[src/rtl/snpu_rnd_pkg.sv]
// Shared types and width helpers for the random-bit harvester.
package snpu_rnd_pkg;

    localparam int MODE_W = 2;

    // Source / extraction mode as latched on start.
    typedef enum logic [1:0] {
        MODE_RAW  = 2'd0,
        MODE_XOR  = 2'd1,
        MODE_VN   = 2'd2,
        MODE_RSVD = 2'd3
    } mode_e;

    // Harvest sequencing.
    typedef enum logic [1:0] {
        ST_IDLE    = 2'd0,
        ST_WARM    = 2'd1,
        ST_COLLECT = 2'd2,
        ST_PUSH    = 2'd3
    } state_e;

    // Bits needed for a counter that must hold values 0..max_val (at least 1).
    function automatic int cnt_width(input int max_val);
        int w;
        if (max_val < 2) begin
            w = 1;
        end else begin
            w = $clog2(max_val + 1);
        end
        return w;
    endfunction

endpackage

[src/rtl/rnd_fifo.sv]
// First-word-fall-through FIFO with a registered head word.
// The head register keeps its last value when the FIFO drains.
module rnd_fifo
    import snpu_rnd_pkg::*;
#(
    parameter int W     = 16,
    parameter int DEPTH = 8
) (
    input  logic                     clk,
    input  logic                     rst,
    input  logic                     push,
    input  logic [W-1:0]             wr_data,
    input  logic                     pop,
    output logic [W-1:0]             rd_data,
    output logic                     full,
    output logic                     empty,
    output logic [$clog2(DEPTH):0]   count
);

    localparam int PTR_W = $clog2(DEPTH);
    localparam int CNT_W = PTR_W + 1;

    logic [W-1:0]     mem_r [DEPTH];
    logic [PTR_W-1:0] wr_ptr_r;
    logic [PTR_W-1:0] rd_ptr_r;
    logic [CNT_W-1:0] count_r;
    logic [CNT_W-1:0] count_next_s;
    logic [W-1:0]     head_r;
    logic [W-1:0]     head_next_s;
    logic             full_r;
    logic             empty_r;
    logic             do_push_s;
    logic             do_pop_s;

    // Full is judged on the registered state, so a same-cycle pop never frees room.
    assign do_push_s = push & ~full_r;
    assign do_pop_s  = pop & ~empty_r;

    // Next occupancy from the push/pop pair.
    always_comb begin
        count_next_s = count_r;
        case ({do_push_s, do_pop_s})
            2'b10:   count_next_s = count_r + CNT_W'(1);
            2'b01:   count_next_s = count_r - CNT_W'(1);
            default: count_next_s = count_r;
        endcase
    end

    // Next head word: following entry on pop, incoming word when it lands at the head.
    always_comb begin
        head_next_s = head_r;
        if (do_pop_s && (count_r > CNT_W'(1))) begin
            head_next_s = mem_r[rd_ptr_r + PTR_W'(1)];
        end else if (do_push_s && ((count_r == CNT_W'(0)) || (do_pop_s && (count_r == CNT_W'(1))))) begin
            head_next_s = wr_data;
        end else begin
            head_next_s = head_r;
        end
    end

    // Storage array write; contents need no reset since pointers define validity.
    always_ff @(posedge clk) begin
        if (!rst && do_push_s) begin
            mem_r[wr_ptr_r] <= wr_data;
        end
    end

    // Pointers, occupancy, flags and head register.
    always_ff @(posedge clk) begin
        if (rst) begin
            wr_ptr_r <= '0;
            rd_ptr_r <= '0;
            count_r  <= '0;
            head_r   <= '0;
            full_r   <= 1'b0;
            empty_r  <= 1'b1;
        end else begin
            if (do_push_s) begin
                wr_ptr_r <= wr_ptr_r + PTR_W'(1);
            end
            if (do_pop_s) begin
                rd_ptr_r <= rd_ptr_r + PTR_W'(1);
            end
            count_r <= count_next_s;
            head_r  <= head_next_s;
            full_r  <= (count_next_s == CNT_W'(DEPTH));
            empty_r <= (count_next_s == CNT_W'(0));
        end
    end

    assign rd_data = head_r;
    assign full    = full_r;
    assign empty   = empty_r;
    assign count   = count_r;

endmodule

[src/rtl/rnd_harvester.sv]
// Random-bit harvester: source select/fold, 2-flop synchroniser, harvest FSM,
// von Neumann extractor and output FIFO. osc_run gates the oscillator bank.
module rnd_harvester
    import snpu_rnd_pkg::*;
#(
    parameter int N_CH       = 36,
    parameter int W          = 16,
    parameter int DEPTH      = 8,
    parameter int WARMUP     = 4,
    parameter int SAMPLE_DIV = 1,
    parameter int CH_W       = $clog2(N_CH)
) (
    input  logic                     clk,
    input  logic                     rst,
    input  logic [N_CH*W-1:0]        rnd_in,
    input  logic [CH_W-1:0]          ch_sel,
    input  logic [1:0]               mode,
    input  logic                     cont,
    input  logic                     start,
    output logic                     osc_run,
    output logic                     busy,
    output logic [W-1:0]             out_data,
    output logic                     out_valid,
    input  logic                     out_ready,
    output logic [$clog2(DEPTH):0]   fifo_count,
    output logic                     overflow
);

    localparam int WARM_W = cnt_width(WARMUP - 1);
    localparam int DIV_W  = cnt_width(SAMPLE_DIV - 1);
    localparam int BIT_W  = cnt_width(W);

    state_e             state_r;
    state_e             state_next_s;
    mode_e              mode_q_r;
    logic [CH_W-1:0]    ch_sel_q_r;
    logic [W-1:0]       fold_s;
    logic [W-1:0]       pick_s;
    logic [W-1:0]       src_s;
    logic [W-1:0]       sync1_r;
    logic [W-1:0]       sync2_r;
    logic [WARM_W-1:0]  warm_cnt_r;
    logic [DIV_W-1:0]   div_cnt_r;
    logic [BIT_W-1:0]   bit_cnt_r;
    logic               vn_phase_r;
    logic               vn_a_r;
    logic [W-1:0]       word_r;
    logic               overflow_r;
    logic               osc_run_r;
    logic               busy_r;
    logic               tick_s;
    logic               warm_last_s;
    logic               raw_capture_s;
    logic               vn_accept_s;
    logic               vn_done_s;
    logic               push_s;
    logic               fifo_full_s;
    logic               fifo_empty_s;

    // XOR fold of every channel.
    always_comb begin
        fold_s = '0;
        for (int i = 0; i < N_CH; i++) begin
            fold_s = fold_s ^ rnd_in[i*W +: W];
        end
    end

    // Latched-channel pick; the latched index is always below N_CH.
    always_comb begin
        pick_s = '0;
        for (int i = 0; i < N_CH; i++) begin
            if (ch_sel_q_r == CH_W'(i)) begin
                pick_s = rnd_in[i*W +: W];
            end else begin
                pick_s = pick_s;
            end
        end
    end

    // Mode select ahead of the synchroniser so only W bits cross domains.
    always_comb begin
        src_s = pick_s;
        if (mode_q_r == MODE_XOR) begin
            src_s = fold_s;
        end else begin
            src_s = pick_s;
        end
    end

    assign tick_s        = (div_cnt_r == DIV_W'(0));
    assign warm_last_s   = (warm_cnt_r == WARM_W'(WARMUP - 1));
    assign raw_capture_s = tick_s & (mode_q_r != MODE_VN);
    assign vn_accept_s   = tick_s & (mode_q_r == MODE_VN) & vn_phase_r & (vn_a_r != sync2_r[0]);
    assign vn_done_s     = vn_accept_s & (bit_cnt_r == BIT_W'(W - 1));
    assign push_s        = (state_r == ST_PUSH);

    // Next-state logic for the harvest sequence.
    always_comb begin
        state_next_s = state_r;
        case (state_r)
            ST_IDLE: begin
                if (start) state_next_s = ST_WARM;
                else       state_next_s = ST_IDLE;
            end
            ST_WARM: begin
                if (warm_last_s) state_next_s = ST_COLLECT;
                else             state_next_s = ST_WARM;
            end
            ST_COLLECT: begin
                if (raw_capture_s || vn_done_s) state_next_s = ST_PUSH;
                else                            state_next_s = ST_COLLECT;
            end
            ST_PUSH: begin
                if (cont) state_next_s = ST_COLLECT;
                else      state_next_s = ST_IDLE;
            end
            default: state_next_s = ST_IDLE;
        endcase
    end

    // State register plus registered oscillator-enable and busy flags.
    always_ff @(posedge clk) begin
        if (rst) begin
            state_r   <= ST_IDLE;
            osc_run_r <= 1'b0;
            busy_r    <= 1'b0;
        end else begin
            state_r   <= state_next_s;
            osc_run_r <= (state_next_s != ST_IDLE);
            busy_r    <= (state_next_s != ST_IDLE);
        end
    end

    // Two-flop synchroniser for the asynchronous generator bits.
    always_ff @(posedge clk) begin
        if (rst) begin
            sync1_r <= '0;
            sync2_r <= '0;
        end else begin
            sync1_r <= src_s;
            sync2_r <= sync1_r;
        end
    end

    // Harvest datapath: config latch, warm-up, sample divider, VN pairing, overflow.
    always_ff @(posedge clk) begin
        if (rst) begin
            mode_q_r   <= MODE_RAW;
            ch_sel_q_r <= '0;
            warm_cnt_r <= '0;
            div_cnt_r  <= '0;
            bit_cnt_r  <= '0;
            vn_phase_r <= 1'b0;
            vn_a_r     <= 1'b0;
            word_r     <= '0;
            overflow_r <= 1'b0;
        end else begin
            case (state_r)
                ST_IDLE: begin
                    if (start) begin
                        mode_q_r   <= mode_e'(mode);
                        ch_sel_q_r <= ({1'b0, ch_sel} < (CH_W+1)'(N_CH)) ? ch_sel : '0;
                        overflow_r <= 1'b0;
                        warm_cnt_r <= '0;
                    end
                end
                ST_WARM: begin
                    warm_cnt_r <= warm_cnt_r + WARM_W'(1);
                    div_cnt_r  <= '0;
                    bit_cnt_r  <= '0;
                    vn_phase_r <= 1'b0;
                end
                ST_COLLECT: begin
                    if (div_cnt_r == DIV_W'(SAMPLE_DIV - 1)) begin
                        div_cnt_r <= '0;
                    end else begin
                        div_cnt_r <= div_cnt_r + DIV_W'(1);
                    end
                    if (raw_capture_s) begin
                        word_r <= sync2_r;
                    end else if (tick_s && (mode_q_r == MODE_VN)) begin
                        if (!vn_phase_r) begin
                            vn_a_r     <= sync2_r[0];
                            vn_phase_r <= 1'b1;
                        end else begin
                            vn_phase_r <= 1'b0;
                            if (vn_accept_s) begin
                                word_r    <= {word_r[W-2:0], vn_a_r};
                                bit_cnt_r <= bit_cnt_r + BIT_W'(1);
                            end
                        end
                    end
                end
                ST_PUSH: begin
                    if (fifo_full_s) begin
                        overflow_r <= 1'b1;
                    end
                    div_cnt_r  <= '0;
                    bit_cnt_r  <= '0;
                    vn_phase_r <= 1'b0;
                end
                default: begin
                    div_cnt_r <= '0;
                end
            endcase
        end
    end

    rnd_fifo #(
        .W     (W),
        .DEPTH (DEPTH)
    ) u_fifo (
        .clk     (clk),
        .rst     (rst),
        .push    (push_s),
        .wr_data (word_r),
        .pop     (out_ready),
        .rd_data (out_data),
        .full    (fifo_full_s),
        .empty   (fifo_empty_s),
        .count   (fifo_count)
    );

    assign out_valid = ~fifo_empty_s;
    assign osc_run   = osc_run_r;
    assign busy      = busy_r;
    assign overflow  = overflow_r;

endmodule

[config.mk]
export PLATFORM = sky130hd
export DESIGN_NAME = rnd_harvester
export DESIGN_NICKNAME = d
export VERILOG_FILES = /design/src/rtl/snpu_rnd_pkg.sv /design/src/rtl/rnd_fifo.sv /design/src/rtl/rnd_harvester.sv
export SDC_FILE = /design/constraint.sdc
export NUM_CORES = 1
export LEC_CHECK = 0
export ABC_AREA = 1
export BUFFER_PORTS_ARGS = -buffer_cell sky130_fd_sc_hd__buf_2
export CORE_AREA = 5 5 237 239
export CTS_BUF_LIST = sky130_fd_sc_hd__clkbuf_8
export CTS_CLUSTER_SIZE = 14
export DETAILED_ROUTE_END_ITERATION = 10
export DIE_AREA = 0 0 242 244
export HOLD_SLACK_MARGIN = 0.02
export PLACE_DENSITY_LB_ADDON = 0.2
export RECOVER_POWER = 50
export REMOVE_ABC_BUFFERS = 1
export SETUP_SLACK_MARGIN = 0.5
export SYNTH_ARGS = -nofsm -noshare
export SYNTH_HDL_FRONTEND = slang
export SYNTH_SLANG_ARGS = --single-unit
[constraint.sdc]
create_clock -name clk -period 6.72 [get_ports clk]
set_clock_uncertainty 0.2 [all_clocks]
set_input_delay 1.344 -clock clk [delete_from_list [all_inputs] [get_ports clk]]
set_output_delay 1.344 -clock clk [all_outputs]
set_load 0.03 [all_outputs]
======== Word level (Yosys, flattened, before mapping) ========
Memory sizes are Yosys's and may differ from the RTL's.
Cells that the tools add are included.
cells by class
  $add $sub $neg .......................... 7
  order comparisons ....................... 2
  equality and inequality tests ........... 54
  multiplexer cells ....................... 68
  bitwise logic cells ..................... 47
  reductions and logical operators ........ 28
operators with widths
  cell                                           count
  two-way mux 16 bit                             43
  XOR 16 bit                                     35
  == test 6 x 5 -> 1 bit, second input constant  16
  == test 6 x 4 -> 1 bit, second input constant  8
  == test 6 x 3 -> 1 bit, second input constant  4
  == test 6 bit, second input constant           4
  two-way mux 5 bit                              4
  nonzero test 2 bit                             8
  != test 2 bit, second input constant           7
  == test 6 x 2 -> 1 bit, second input constant  2
  == test 2 bit, second input constant           5
  two-way mux 1 bit                              10
  case mux 5 bit (2 select lines)                1
  logical NOT 4 bit                              2
  case mux 2 bit (4 select lines)                1
  case mux 4 bit (2 select lines)                1
  AND reduction 4 bit                            2
  AND 1 bit                                      7
  adder 3 x 1 -> 3 bit, second input constant    2
  == test 2 x 1 -> 1 bit, second input constant  3
  == test 6 x 1 -> 1 bit, second input constant  1
  logical NOT 6 bit                              1
  < comparator 6 bit, second input constant      1
  two-way mux 2 bit                              3
  other kinds (22)                               35
word-level totals
  register bits after elaboration ......... 98
  RAM bits ................................ 128
  input bits .............................. 589
  output and inout bits ................... 24
  logic and storage cells ................. 226
  memories ................................ 1
memories
  memory        depth  bits a word  read ports  clocked after memory_dff  write ports  RTL line        text
  u_fifo.mem_r  8      16           1           0                         1            rnd_fifo.sv:23  logic [W-1:0] mem_r [DEPTH];

======== Depth between registers and ports, before layout ========
Gate-level depths: netlist of the first run.
  depth in word-level cells ............... 38
  depth in mapped cells ................... 26
  gate-level depth less buffers ........... 26

======== Cells and area by module ========
Synthesis of the first run repeated with hierarchy kept, for this count alone.
unflattened totals
  cells, all modules ...................... 2780
  area, all modules ....................... 19489.9 µm²
by module, submodules not included
  module         times used  cells each  area each (µm²)  seq. area each (µm²)
  rnd_harvester  1           2085        12544.5          1381.3
  rnd_fifo       1           695         6945.4           4404.2

======== Worst setup path after synthesis of the first run ========
No wires, ideal clock.
  path type ............................... input-to-reg
  start ................................... input port rnd_in[30]
  end ..................................... register sync1_r[14]
  library setup time ...................... 131 ps
  arrival ................................. 3479 ps
  required time ........................... 6389 ps
  slack ................................... 2910 ps
  stages on the path ...................... 14
  buffers on the path ..................... 0
  cells stage by stage .................... xnor2_1 xnor2_1 xor2_1 xor2_1 xor2_1 xor2_1 xor2_1 xor2_1 xor2_1 xor2_1 xor2_1 nand2_1 nand3_2 a21oi_2
on the way
  longest elaborated chain between the ends .. 36
  elaborated cells between the ends (all ways) .. 71
  those cells by class .................... mux (36); bitwise (35)
RTL lines
  element                                                         RTL line                                  text
  from (decl)                                                     rnd_harvester.sv:15                       input logic [N_CH*W-1:0] rnd_in,
  two-way mux 16 bit or XOR 16 bit (tied branches) (35 in a row)  rnd_harvester.sv:72, rnd_harvester.sv:64
  two-way mux 16 bit (*)                                          rnd_harvester.sv:83                       if (mode_q_r == MODE_XOR) begin
  to (signal assigned)                                            rnd_harvester.sv:140                      sync1_r <= src_s;
  to (decl)                                                       rnd_harvester.sv:40                       logic [W-1:0] sync1_r;
Every way passes the cells marked *; elsewhere a longest branch is shown, timed or not.
A chain may end at the register's enable or synchronous reset.

======== Worst setup path in the final report of the first run ========
  start ................................... input port rst
  end ..................................... memory u_fifo.mem_r[2][4], enable pin
on the way
  longest elaborated chain between the ends .. 4
RTL lines
  element                                  RTL line             text
  from (decl)                              rnd_harvester.sv:14  input logic rst,
  logical NOT 1 bit                        rnd_fifo.sv:63       if (!rst && do_push_s) begin
  logical AND 1 bit                        rnd_fifo.sv:63
  two-way mux 1 bit                        rnd_fifo.sv:63
  two-way mux 1 bit (not written as such)  rnd_fifo.sv:64       mem_r[wr_ptr_r] <= wr_data;
  to (decl)                                rnd_fifo.sv:23
Every way passes these cells.

==> summary.txt, run 1 <==
Clocking
  – Clock root buffer: clkbuf_8
  – TritonCTS Buffers: 37
  – Clock tree from TritonCTS: done
  – H-tree depth: 2
  – Clock Sink Count: 225
  – Number of buffers inserted for hold repair after clock tree synthesis: 0
  – Post-CTS resize count: 0
  – Number of buffers on the longest clock path: 3
  – Number of setup buffers added after CTS: 0
  – Clock slew at reported path FFs: 0.06 ns
  – Clock latency on the worst-skew pair: 0.53 ns

Critical path
  – Crit path DAT: 5.14 ns
  – Critical R2R Launch: ch_sel_q_r[5]$_SDFFE_PP0P_
  – Critical path launch point type: input port
  – Length in cells of the worst reg-to-reg path: 22
  – Cell type of the slowest stage on the worst timing path: clkbuf_1
  – Launching instance or port of the critical path: rst
  – Worst r2r dst: sync1_r[0]$_SDFF_PP0_
  – CP most frequent cell: clkbuf_1
  – Critical path endpoint: u_fifo.mem_r[2][4]$_DFFE_PP_
  – Path type of the worst setup path: in -> reg
  – Largest driver fanout on the critical path: 48
  – Ordered cell list for the critical path: buf_2, clkbuf_1, inv_1, clkbuf_1, nand3_1, nor2_2
  – Worst setup slack for register-to-register paths: 2.48 ns
  – Required time worst endpoint: 6.66 ns
  – Setup crit end kind: flip-flop
  – Maximum single-stage delay on the critical path: 1.03 ns

Cells and area
  – Count of fill cells added during filler insertion: 5689
  – Final Instance Count excl. Fillers: 3947
  – Ratio of cells with drive above 1 in the final layout: 24.0%
  – Nets@finish: 3765
  – Area added between synthesis and finish: 25.9%

Routing
  – Total via count in the routed design: 20800
  – Average wire length per cell after detail routing: 26.7 um
  – Length of the first detailed-routing pass in iterations: 5
  – Antenna-violating nets left: 0
  – Via density per instance: 5.26
  – Drt first-iter violations: 1876
  – Count of unresolved DRC violations after routing: 0
  – Total length of routed wires: 105000 um

Timing
  – Setup repair after global routing missed its margin: false
  – Final Hold Fails: 0
  – Tmin final: 5.19 ns
  – Upper clock frequency limit: 193 MHz
  – Actual slew at the worst max-slew pin: 2.88 ns
  – Worst setup slack after layout: 1.53 ns
  – Count of pins over their slew limit: 49
  – Worst max-slew margin expressed relative to the limit: -91.9%
  – Post-route clock period utilization: 77.3%
  – Final sum of negative setup slack: 0 ns
  – Number of failing setup endpoints in the final timing report: 0

Die
  – Placeable Area: 53600 um2
  – Area of the die: 59000 um2
  – Height of the die: 244 um
  – Ports placed on the boundary: 613
  – Cell Rows: 85
  – Die W: 242 um
  – Starting density of the core: 34.6%

Global routing
  – Global-route usage over all layers: 33.8%
  – First-pass GRT wire length: 147000 um
  – Remaining Overflow, GRT: 0
  – Antenna violations before repair: 73
  – Vias in the first global route: 20400
  – Largest net degree at the start of global routing: 67

Synth
  – Most used standard cell by instance count after synthesis: nand2_1
  – EDFF count, synth: 128
  – Ranking of synthesized cells by area: edfxtp_1 21%, xnor2_1 15%, nand2_1 12%, xor2_1 11%, dfxtp_1 10%
  – Total standard cell area after synthesis: 18600 um2
  – Register bit count reported by yosys: 225
  – Gate count after technology mapping: 2558
  – Sequential cell area fraction in the yosys report: 31.2%
  – Async SR Flop Fraction: 0%
  – Mean cell area of the mapped netlist: 7.26 um2
  – Post-synth top area share: 20.7%
  – Most common flop cell mapped by yosys: edfxtp_1
  – Most area-hungry cell type in the Yosys netlist: edfxtp_1
  – Number of distinct library cells after synthesis: 41
  – Ranking of synthesized cells by instance count: 578 x nand2_1, 315 x xnor2_1, 311 x nor2_1, 232 x xor2_1, 211 x inv_1
  – Syn. warnings: 0

Pwr
  – Power per standard cell area: 194 nW/um2
  – Largest voltage drop on the vdd net: 0.113 mV
  – Overall power after layout: 4.53 mW
  – Leakage power of the design: 9.94 nW

Run status
  – Failing checks: capacitance limit, slew limit
  – Status: finished with violations

Placement
  – Setup WS pre-CTS: 2.41 ns
  – Post-DP HPWL: 86500 um
  – PortBufs: 612
  – Routability cong.: 1.08
  – Number of placed instances, taps included: 3822

Flow run
  – Maximum Capacitance Violations: 1

Min path
  – Min-Delay Path Class: reg -> reg
critical path: cells and delay by family:
family                 cells  cell delay (ns)
buffers and inverters      4             2.47
AND/OR/NAND/NOR            2             1.27
cells by family after synthesis:
logic type | Yosys count | share of synthesized area [%]
AOI/OAI and AO/OA | 355 | 10.6
buffers and inverters | 307 | 6.27
muxes | 1 | 0.0606
and+or+nand+nor | 1110 | 25.1
DFF | 225 | 31.2
adders and majority gates | 11 | 0.741
xor gates and xnor gates | 549 | 26.0
power by group:
group | switching, mW | total (mW) | internal, mW
Clock | 0.570 | 1.15 | 0.583
Combinational | 1.11 | 1.86 | 0.755
Sequential | 0.0243 | 1.51 | 1.49
worst min path at each step:
stage | from | endpoint | slack, ns | cells after the start
6_report | sync1_r[1]$_SDFF_PP0_ | sync2_r[1]$_SDFF_PP0_ | 0.21 | 2
5_1_grt | sync1_r[1]$_SDFF_PP0_ | sync2_r[1]$_SDFF_PP0_ | 0.23 | 2
4_1_cts | sync1_r[1]$_SDFF_PP0_ | sync2_r[1]$_SDFF_PP0_ | 0.21 | 2
3_5_place_dp | sync1_r[1]$_SDFF_PP0_ | sync2_r[1]$_SDFF_PP0_ | 0.20 | 2
3_3_place_gp | sync1_r[12]$_SDFF_PP0_ | sync2_r[12]$_SDFF_PP0_ | 0.20 | 2
2_1_floorplan | sync1_r[0]$_SDFF_PP0_ | sync2_r[0]$_SDFF_PP0_ | 0.19 | 2
sequential cells by signal, indices dropped and copies added (netlist names), 2 cells and up:
signal and count:
bit_cnt_r 5, ch_sel_q_r 6, mode_q_r 2, u_fifo.rd_data 16, warm_cnt_r 2, word_r 16, state_r 2, sync2_r 16
u_fifo.rd_ptr_r 3, u_fifo.count 4, u_fifo.mem_r 128, u_fifo.wr_ptr_r 3, sync1_r 16
stage by stage:
step                      hold WS (ns)  util (%)  cell area, um2
after floorplan                  0.188         -           18200
after global placement           0.196      42.1           22600
after detailed placement         0.197      42.1           22600
after CTS                        0.206      43.4           23300
after global routing             0.226      43.5           23300
final                            0.210      43.6           23400
cell usage in the layout, fill, tap and decap left out, drive strengths merged, types with 97 or more instances in the layout:
master | synthesis | layout
a21oi | 137 | 137
buf | 7 | 638
dfxtp | 97 | 97
edfxtp | 128 | 128
inv | 218 | 226
nand2 | 578 | 578
nand4 | 117 | 117
nor2 | 315 | 315
o21ai | 135 | 135
xnor2 | 317 | 317
xor2 | 232 | 232
per-layer routing:
metal | GRT usage, % | vias to the layer above | part of all wire [%]
li1 | - | 9599 | -
met1 | 43.5 | 9920 | 40
met2 | 57.8 | 1012 | 48
met3 | 4.66 | 209 | 7.6
met4 | 13.3 | 16 | 4.1
met5 | 0 | - | 0.086
cell type report:
class	instances	area, um2	area share, %
sequential	225	5790	24.7
antenna	58	145	0.621
clock buffer	39	537	2.30
tap	696	871	3.72
inverter	223	837	3.58
multi-input combinational	2026	11700	50.1
clock inverter	28	159	0.680
timing repair buffer	652	3340	14.3
(Power assumes the default switching activity.)
==> run 2: changes to the inputs <==
ABC_AREA = 0   (was 1)
CORE_AREA = 5 5 236 238   (was 5 5 237 239)
DIE_AREA = 0 0 241 243   (was 0 0 242 244)
clock period = 5.4 ns   (was 6.72 ns; I/O delays follow)
==> summary.txt, run 2 <==
Run status
  – Status: finished with violations
  – Failing checks: capacitance limit, slew limit

Timing
  – Count of pins over their slew limit: 37 (-24%)
  – Post-route clock period utilization: 75.6%
  – Actual slew at the worst max-slew pin: 1.93 ns (-0.944 ns)
  – Final Hold Fails: 0 (unchanged)
  – Number of failing setup endpoints in the final timing report: 0 (unchanged)
  – Tmin final: 4.08 ns
  – Setup repair after global routing missed its margin: false
  – Final sum of negative setup slack: 0 ns (unchanged)
  – Upper clock frequency limit: 245 MHz
  – Worst max-slew margin expressed relative to the limit: -29.0% (+63 points)

Global routing
  – Remaining Overflow, GRT: 0 (unchanged)
  – Antenna violations before repair: 28 (-62%)
  – Vias in the first global route: 20700 (+1.3%)
  – Largest net degree at the start of global routing: 61 (-9.0%)
  – Global-route usage over all layers: 36.5% (+2.7 points)
  – First-pass GRT wire length: 155000 um (+5.5%)

Die
  – Ports placed on the boundary: 613 (unchanged)
  – Area of the die: 58600 um2 (-0.82%)
  – Placeable Area: 53400 um2 (-0.40%)
  – Die W: 241 um (-0.41%)
  – Height of the die: 243 um (-0.41%)
  – Cell Rows: 85 (unchanged)
  – Starting density of the core: 36.6% (+2.0 points)

Flow run
  – Maximum Capacitance Violations: 1 (unchanged)

Clocking
  – Clock latency on the worst-skew pair: 0.54 ns (about the same)
  – Post-CTS resize count: 0 (unchanged)
  – Clock Sink Count: 225 (unchanged)
  – Clock slew at reported path FFs: 0.07 ns (about the same)
  – Number of buffers on the longest clock path: 3 (unchanged)
  – H-tree depth: 2 (unchanged)
  – TritonCTS Buffers: 36 (-2.7%)
  – Clock tree from TritonCTS: done
  – Number of buffers inserted for hold repair after clock tree synthesis: 0 (unchanged)
  – Number of setup buffers added after CTS: 0 (unchanged)
  – Clock root buffer: clkbuf_8

Synth
  – EDFF count, synth: 128 (unchanged)
  – Async SR Flop Fraction: 0% (unchanged)
  – Register bit count reported by yosys: 225 (unchanged)
  – Gate count after technology mapping: 2147 (-16%)
  – Post-synth top area share: 23.2% (+2.5 points)
  – Mean cell area of the mapped netlist: 9.11 um2 (+25%)
  – Sequential cell area fraction in the yosys report: 29.6% (-1.6 points)
  – Ranking of synthesized cells by area: xnor2_1 23%, edfxtp_1 20%, dfxtp_1 9.9%, mux4_2 4.3%, mux2i_1 3.4%
  – Most area-hungry cell type in the Yosys netlist: xnor2_1
  – Ranking of synthesized cells by instance count: 518 x xnor2_1, 166 x nor2_1, 160 x nand2_1, 128 x edfxtp_1, 126 x a21oi_1
  – Total standard cell area after synthesis: 19500 um2 (+5.3%)
  – Most common flop cell mapped by yosys: edfxtp_1
  – Number of distinct library cells after synthesis: 89 (+120%)
  – Most used standard cell by instance count after synthesis: xnor2_1
  – Syn. warnings: 0 (unchanged)

Critical path
  – Maximum single-stage delay on the critical path: 1.10 ns (+0.07 ns)
  – Cell type of the slowest stage on the worst timing path: dfxtp_1
  – Required time worst endpoint: 5.52 ns (-1.14 ns)
  – Setup crit end kind: flip-flop
  – Largest driver fanout on the critical path: 26 (-46%)
  – Path type of the worst setup path: reg -> reg
  – Critical path launch point type: flip-flop
  – Crit path DAT: 4.21 ns (-0.93 ns)
  – Ordered cell list for the critical path: nor2b_1, and3_1, a22oi_1, o311ai_0, a211oi_1, o22a_1, a221oi_2

Cells and area
  – Most frequent cells in the layout: 611 x buf_2, 518 x xnor2_1, 162 x nor2_1, 160 x nand2_1, 128 x edfxtp_1
  – Largest register FFs: 128 (unchanged)
  – Nets@finish: 3309 (-12%)
  – Count of fill cells added during filler insertion: 5340 (-6.1%)
  – Most common cell after layout, fill and taps aside: buf_2
  – Ratio of cells with drive above 1 in the final layout: 29.7% (+5.7 points)
  – Register containing the most flip-flops in the final layout: u_fifo.mem_r
  – Area added between synthesis and finish: 22.8%

Routing
  – Antenna-violating nets left: 0 (unchanged)
  – Count of unresolved DRC violations after routing: 0 (unchanged)
  – Via density per instance: 6.01 (+14%)
  – Total via count in the routed design: 20800 (+0.043%)
  – Average wire length per cell after detail routing: 32.7 um (+22%)
  – Drt first-iter violations: 2353 (+25%)
  – Length of the first detailed-routing pass in iterations: 9 (+4)
  – Total length of routed wires: 113000 um (+7.1%)

Min path
  – Min-Delay Path Class: reg -> reg

Pwr
  – Power spent charging and discharging nets: 2.06 mW (+21%)
  – Pint: 3.59 mW (+27%)
  – Leakage power of the design: 8.65 nW (-13%)
  – Sequential fraction of design power: 33.1% (-0.3 points)
  – Power per standard cell area: 236 nW/um2 (+22%)
  – Overall power after layout: 5.66 mW (+25%)
  – Largest voltage drop on the vdd net: 0.118 mV (+4.7%)
  – Switch share: 36.5% (-1.1 points)
  – Share of power burned in the clock network: 24.9% (-0.6 points)
  – Comb power frac: 42.0% (+0.8 points)

Placement
  – Post-DP HPWL: 92800 um (+7.3%)
  – Routability cong.: 1.03 (-4.3%)
  – PortBufs: 612 (unchanged)
## run 2: changes by cell type after synthesis, sizes merged, moves of 37 or more
cell   delta
xnor2   +201
mux4     +37
a22oi    +42
inv     -203
xor2    -181
buf      +67
nor2    -148
nand4    -99
mux2i    +66
nand2   -418
## run 2: stage by stage
stage	cells	instance area, um2	hold WS (ns)	utilization [%]	worst slack, ns
2_1_floorplan	2006	18800	0.214	-	-0.582
3_3_place_gp	3367	23300	0.217	43.6	1.50
3_5_place_dp	3367	23300	0.225	43.6	1.42
4_1_cts	3432	24000	0.239	44.9	1.42
5_1_grt	3445	24000	0.254	44.9	1.23
6_report	3453	24000	0.238	45.0	1.32
## run 2: metal layers
metal | global-route usage [%] | routed length, um | vias to the layer above
li1 | - | - | 8982
met1 | 47.4 | 44600 | 10200
met2 | 59.3 | 53000 | 1260
met3 | 6.91 | 9440 | 291
met4 | 15.6 | 5850 | 14
met5 | 0 | 97 | -
## run 2: worst paths after layout
| path | startpoint | to | slack (ns) | cells past startpoint |
|---|---|---|---|---|
| setup / recovery | ch_sel_q_r[5]$_SDFFE_PP0P_ | sync1_r[7]$_SDFF_PP0_ | 1.32 | 7 |
| hold / removal | sync1_r[2]$_SDFF_PP0_ | sync2_r[2]$_SDFF_PP0_ | 0.24 | 1 |
| setup reg to reg | ch_sel_q_r[5]$_SDFFE_PP0P_ | sync1_r[7]$_SDFF_PP0_ | 1.32 | 7 |
| hold reg to reg | sync1_r[2]$_SDFF_PP0_ | sync2_r[2]$_SDFF_PP0_ | 0.24 | 1 |
## run 2: final cells by class
type                            instances  area [um2]  area share, %
Antenna cell                           21        52.6          0.219
Clock buffer                           38         523           2.18
Clock inverter                         27         164          0.683
Inverter                               15        56.3          0.235
Multi-Input combinational cell       1766       13100           54.5
Sequential cell                       225        5790           24.1
Tap cell                              696         871           3.63
Timing Repair Buffer                  665        3450           14.4
## run 2: kinds of logic (layout without fill, tap and decap cells)
group / after synthesis / in the layout / share of synthesized area (%)
AOI/OAI and AO/OA: 522 / 522 / 17.9
xor gates and xnor gates: 569 / 569 / 25.5
adders and majority gates: 11 / 11 / 0.704
buffers and inverters: 156 / 745 / 3.88
DFF: 225 / 225 / 29.6
muxes: 120 / 120 / 8.62
other: 0 / 21 / 0
and+or+nand+nor: 544 / 544 / 13.8
## run 2: power groups by stage
stage,Combinational (mW),Sequential [mW],Clock (mW)
finish,2.38,1.87,1.41
global route,2.46,1.87,1.53
global placement,2.32,1.91,0
floorplan,1.39,1.91,0
CTS,2.32,1.87,1.44
detailed placement,2.31,1.91,0
## run 2: critical path: cells and delay by family (launching register included)
family / cells / cell delay [ns]
compound gates: 5 / 1.52
simple gates: 2 / 1.03
flops: 1 / 1.10
==> run 3: changes to the inputs <==
clock period = 3.76 ns   (was 5.4 ns; I/O delays follow)
==> summary.txt, run 3 (synthesis results as in run 2) <==
Run status
  – Status: finished with violations
  – Failing checks: capacitance limit, slew limit

Timing
  – Post-route clock period utilization: 85.6% (+10 points)
  – Count of pins over their slew limit: 42 (+14%)
  – Actual slew at the worst max-slew pin: 2.18 ns (+0.241 ns)
  – Setup repair after global routing missed its margin: true
  – Number of failing setup endpoints in the final timing report: 0 (unchanged)
  – Final sum of negative setup slack: 0 ns (unchanged)
  – Upper clock frequency limit: 311 MHz (+27%)
  – Worst max-slew margin expressed relative to the limit: -45.0% (-16 points)
  – Tmin final: 3.22 ns (-0.865 ns)
  – Final Hold Fails: 0 (unchanged)

Min path
  – Min-Delay Path Class: in -> reg
  – Cells on Worst Hold Path: 3 (+2)

Critical path
  – Crit path DAT: 3.45 ns (-0.76 ns)
  – Critical path endpoint: sync1_r[3]$_SDFF_PP0_
  – Path type of the worst setup path: reg -> reg
  – Critical R2R Launch: ch_sel_q_r[0]$_SDFFE_PP0P_
  – Required time worst endpoint: 3.99 ns (-1.53 ns)
  – Critical path launch point type: flip-flop
  – Worst r2r dst: sync1_r[3]$_SDFF_PP0_
  – Setup crit end kind: flip-flop
  – Launching instance or port of the critical path: ch_sel_q_r[0]$_SDFFE_PP0P_
  – Worst setup slack for register-to-register paths: 0.54 ns (-0.77 ns)
  – Length in cells of the worst reg-to-reg path: 8 (+1)
  – Largest driver fanout on the critical path: 21 (-19%)

Routing
  – Via density per instance: 5.94 (-1.2%)
  – Length of the first detailed-routing pass in iterations: 8 (-1)
  – Count of unresolved DRC violations after routing: 0 (unchanged)
  – Total length of routed wires: 115000 um (+1.4%)
  – Average wire length per cell after detail routing: 32.6 um (-0.54%)
  – Antenna-violating nets left: 0 (unchanged)
  – Drt first-iter violations: 2319 (-1.4%)
  – Total via count in the routed design: 20900 (+0.77%)

Die
  – Starting density of the core: 36.6% (unchanged)
  – Placeable Area: 53400 um2 (unchanged)
  – Die W: 241 um (unchanged)
  – Height of the die: 243 um (unchanged)
  – Ports placed on the boundary: 613 (unchanged)
  – Cell Rows: 85 (unchanged)
  – Area of the die: 58600 um2 (unchanged)

Global routing
  – Global-route usage over all layers: 37.1% (+0.61 points)
  – Largest net degree at the start of global routing: 47 (-23%)
  – First-pass GRT wire length: 157000 um (+1.6%)
  – Vias in the first global route: 21100 (+2.0%)
  – Remaining Overflow, GRT: 0 (unchanged)
  – Antenna violations before repair: 33 (+18%)

Clocking
  – Clock slew at reported path FFs: 0.07 ns (about the same)
  – Number of buffers on the longest clock path: 3 (unchanged)
  – Clock latency on the worst-skew pair: 0.57 ns (+0.03 ns)
  – Clock root buffer: clkbuf_8
  – Clock Sink Count: 225 (unchanged)
  – TritonCTS Buffers: 38 (+5.6%)
  – H-tree depth: 2 (unchanged)
  – Clock tree from TritonCTS: done

Pwr
  – Leakage power of the design: 9.02 nW (+4.3%)
  – Power per standard cell area: 341 nW/um2 (+45%)
  – Largest voltage drop on the vdd net: 0.261 mV (+120%)
  – Overall power after layout: 8.41 mW (+49%)

Flow run
  – Maximum Capacitance Violations: 1 (unchanged)

Placement
  – PortBufs: 612 (unchanged)
  – Routability cong.: 0.999 (-3.2%)
  – Post-DP HPWL: 96100 um (+3.6%)
  – Number of placed instances, taps included: 3418 (+1.5%)

Cells and area
  – Area added between synthesis and finish: 26.2%
  – Count of fill cells added during filler insertion: 5328 (-0.22%)
  – Register containing the most flip-flops in the final layout: u_fifo.mem_r
  – Most common cell after layout, fill and taps aside: buf_2
  – Nets@finish: 3369 (+1.8%)
  – Final Instance Count excl. Fillers: 3520 (+1.9%)
  – Largest register FFs: 128 (unchanged)
  – Ratio of cells with drive above 1 in the final layout: 31.2% (+1.4 points)
  – Most frequent cells in the layout: 602 x buf_2, 518 x xnor2_1, 165 x nor2_1, 159 x nand2_1, 128 x edfxtp_1
  – Layout Utilization: 46.2% (+1.2 points)
==> run 3: changes by cell type in the layout (fill, tap and decap cells not counted), sizes merged <==
| cell | previous run | this run |
|---|---|---|
| buf | 662 | 713 |
| clkinv | 11 | 13 |
| clkinvlp | 2 | 0 |
| clkbuf | 41 | 51 |
| bufinv | 1 | 3 |
| diode | 21 | 25 |
==> run 3: layer usage <==
layer | wire length, um | part of all wire (%) | global-route usage (%) | up-vias
met3 | 10300 | 9.0 | 8.68 | 290
met4 | 5880 | 5.1 | 15.3 | 6
met5 | 43 | 0.038 | 0 | -
met1 | 45100 | 39 | 47.7 | 10200
li1 | - | - | - | 9105
met2 | 53300 | 46 | 59.9 | 1301
==> run 3: what timing repair did <==
item / in CTS / in global routing
hold buffers: 0 / 0
pin swaps: 1 / 3
setup endpoints to repair: 11 / 14
setup buffers: 3 / 4
resized for setup: 2 / 12
==> run 3: how the worst min path moves through the flow <==
stage / from / endpoint / slack (ns)
2_1_floorplan: sync1_r[0]$_SDFF_PP0_ / sync2_r[0]$_SDFF_PP0_ / 0.21
3_3_place_gp: sync1_r[6]$_SDFF_PP0_ / sync2_r[6]$_SDFF_PP0_ / 0.22
3_5_place_dp: sync1_r[2]$_SDFF_PP0_ / sync2_r[2]$_SDFF_PP0_ / 0.23
4_1_cts: mode[1] / mode_q_r[1]$_SDFFE_PP0P_ / 0.20
5_1_grt: mode[1] / mode_q_r[1]$_SDFFE_PP0P_ / 0.22
6_report: mode[1] / mode_q_r[1]$_SDFFE_PP0P_ / 0.23
==> run 3: critical path, cell delays in order (launching register included) <==
cell and delay, ns:
dfxtp_4 0.55, buf_6 0.29, nor2_1 0.19, and3_1 0.33, a222oi_1 0.66, a31oi_1 0.24, buf_4 0.20, nor4_1 0.28
o21bai_1 0.11
==> run 3: metrics by stage <==
stage,hold slack (ns),cell area (um2),worst slack [ns]
floorplan,0.214,18800,-2.22
global placement,0.225,23700,0.384
detailed placement,0.227,23700,0.340
CTS,0.200,24500,0.441
global route,0.219,24600,0.476
finish,0.229,24700,0.541
==> run 3: power by group <==
part	internal, mW	switching, mW
clock network	1.23	1.06
registers	2.64	0.0445
logic	1.53	1.91
total	5.40	3.01
==> run 3: area by class of cell <==
cell class	count	area [um2]	area share [%]
well taps	696	871	3.53
repair buffers	723	3970	16.1
inverters	15	56.3	0.228
clock buffers	41	564	2.29
diodes	25	62.6	0.254
flip-flops and latches	225	5800	23.5
multi-input cells	1766	13100	53.2
clock inverters	29	221	0.898
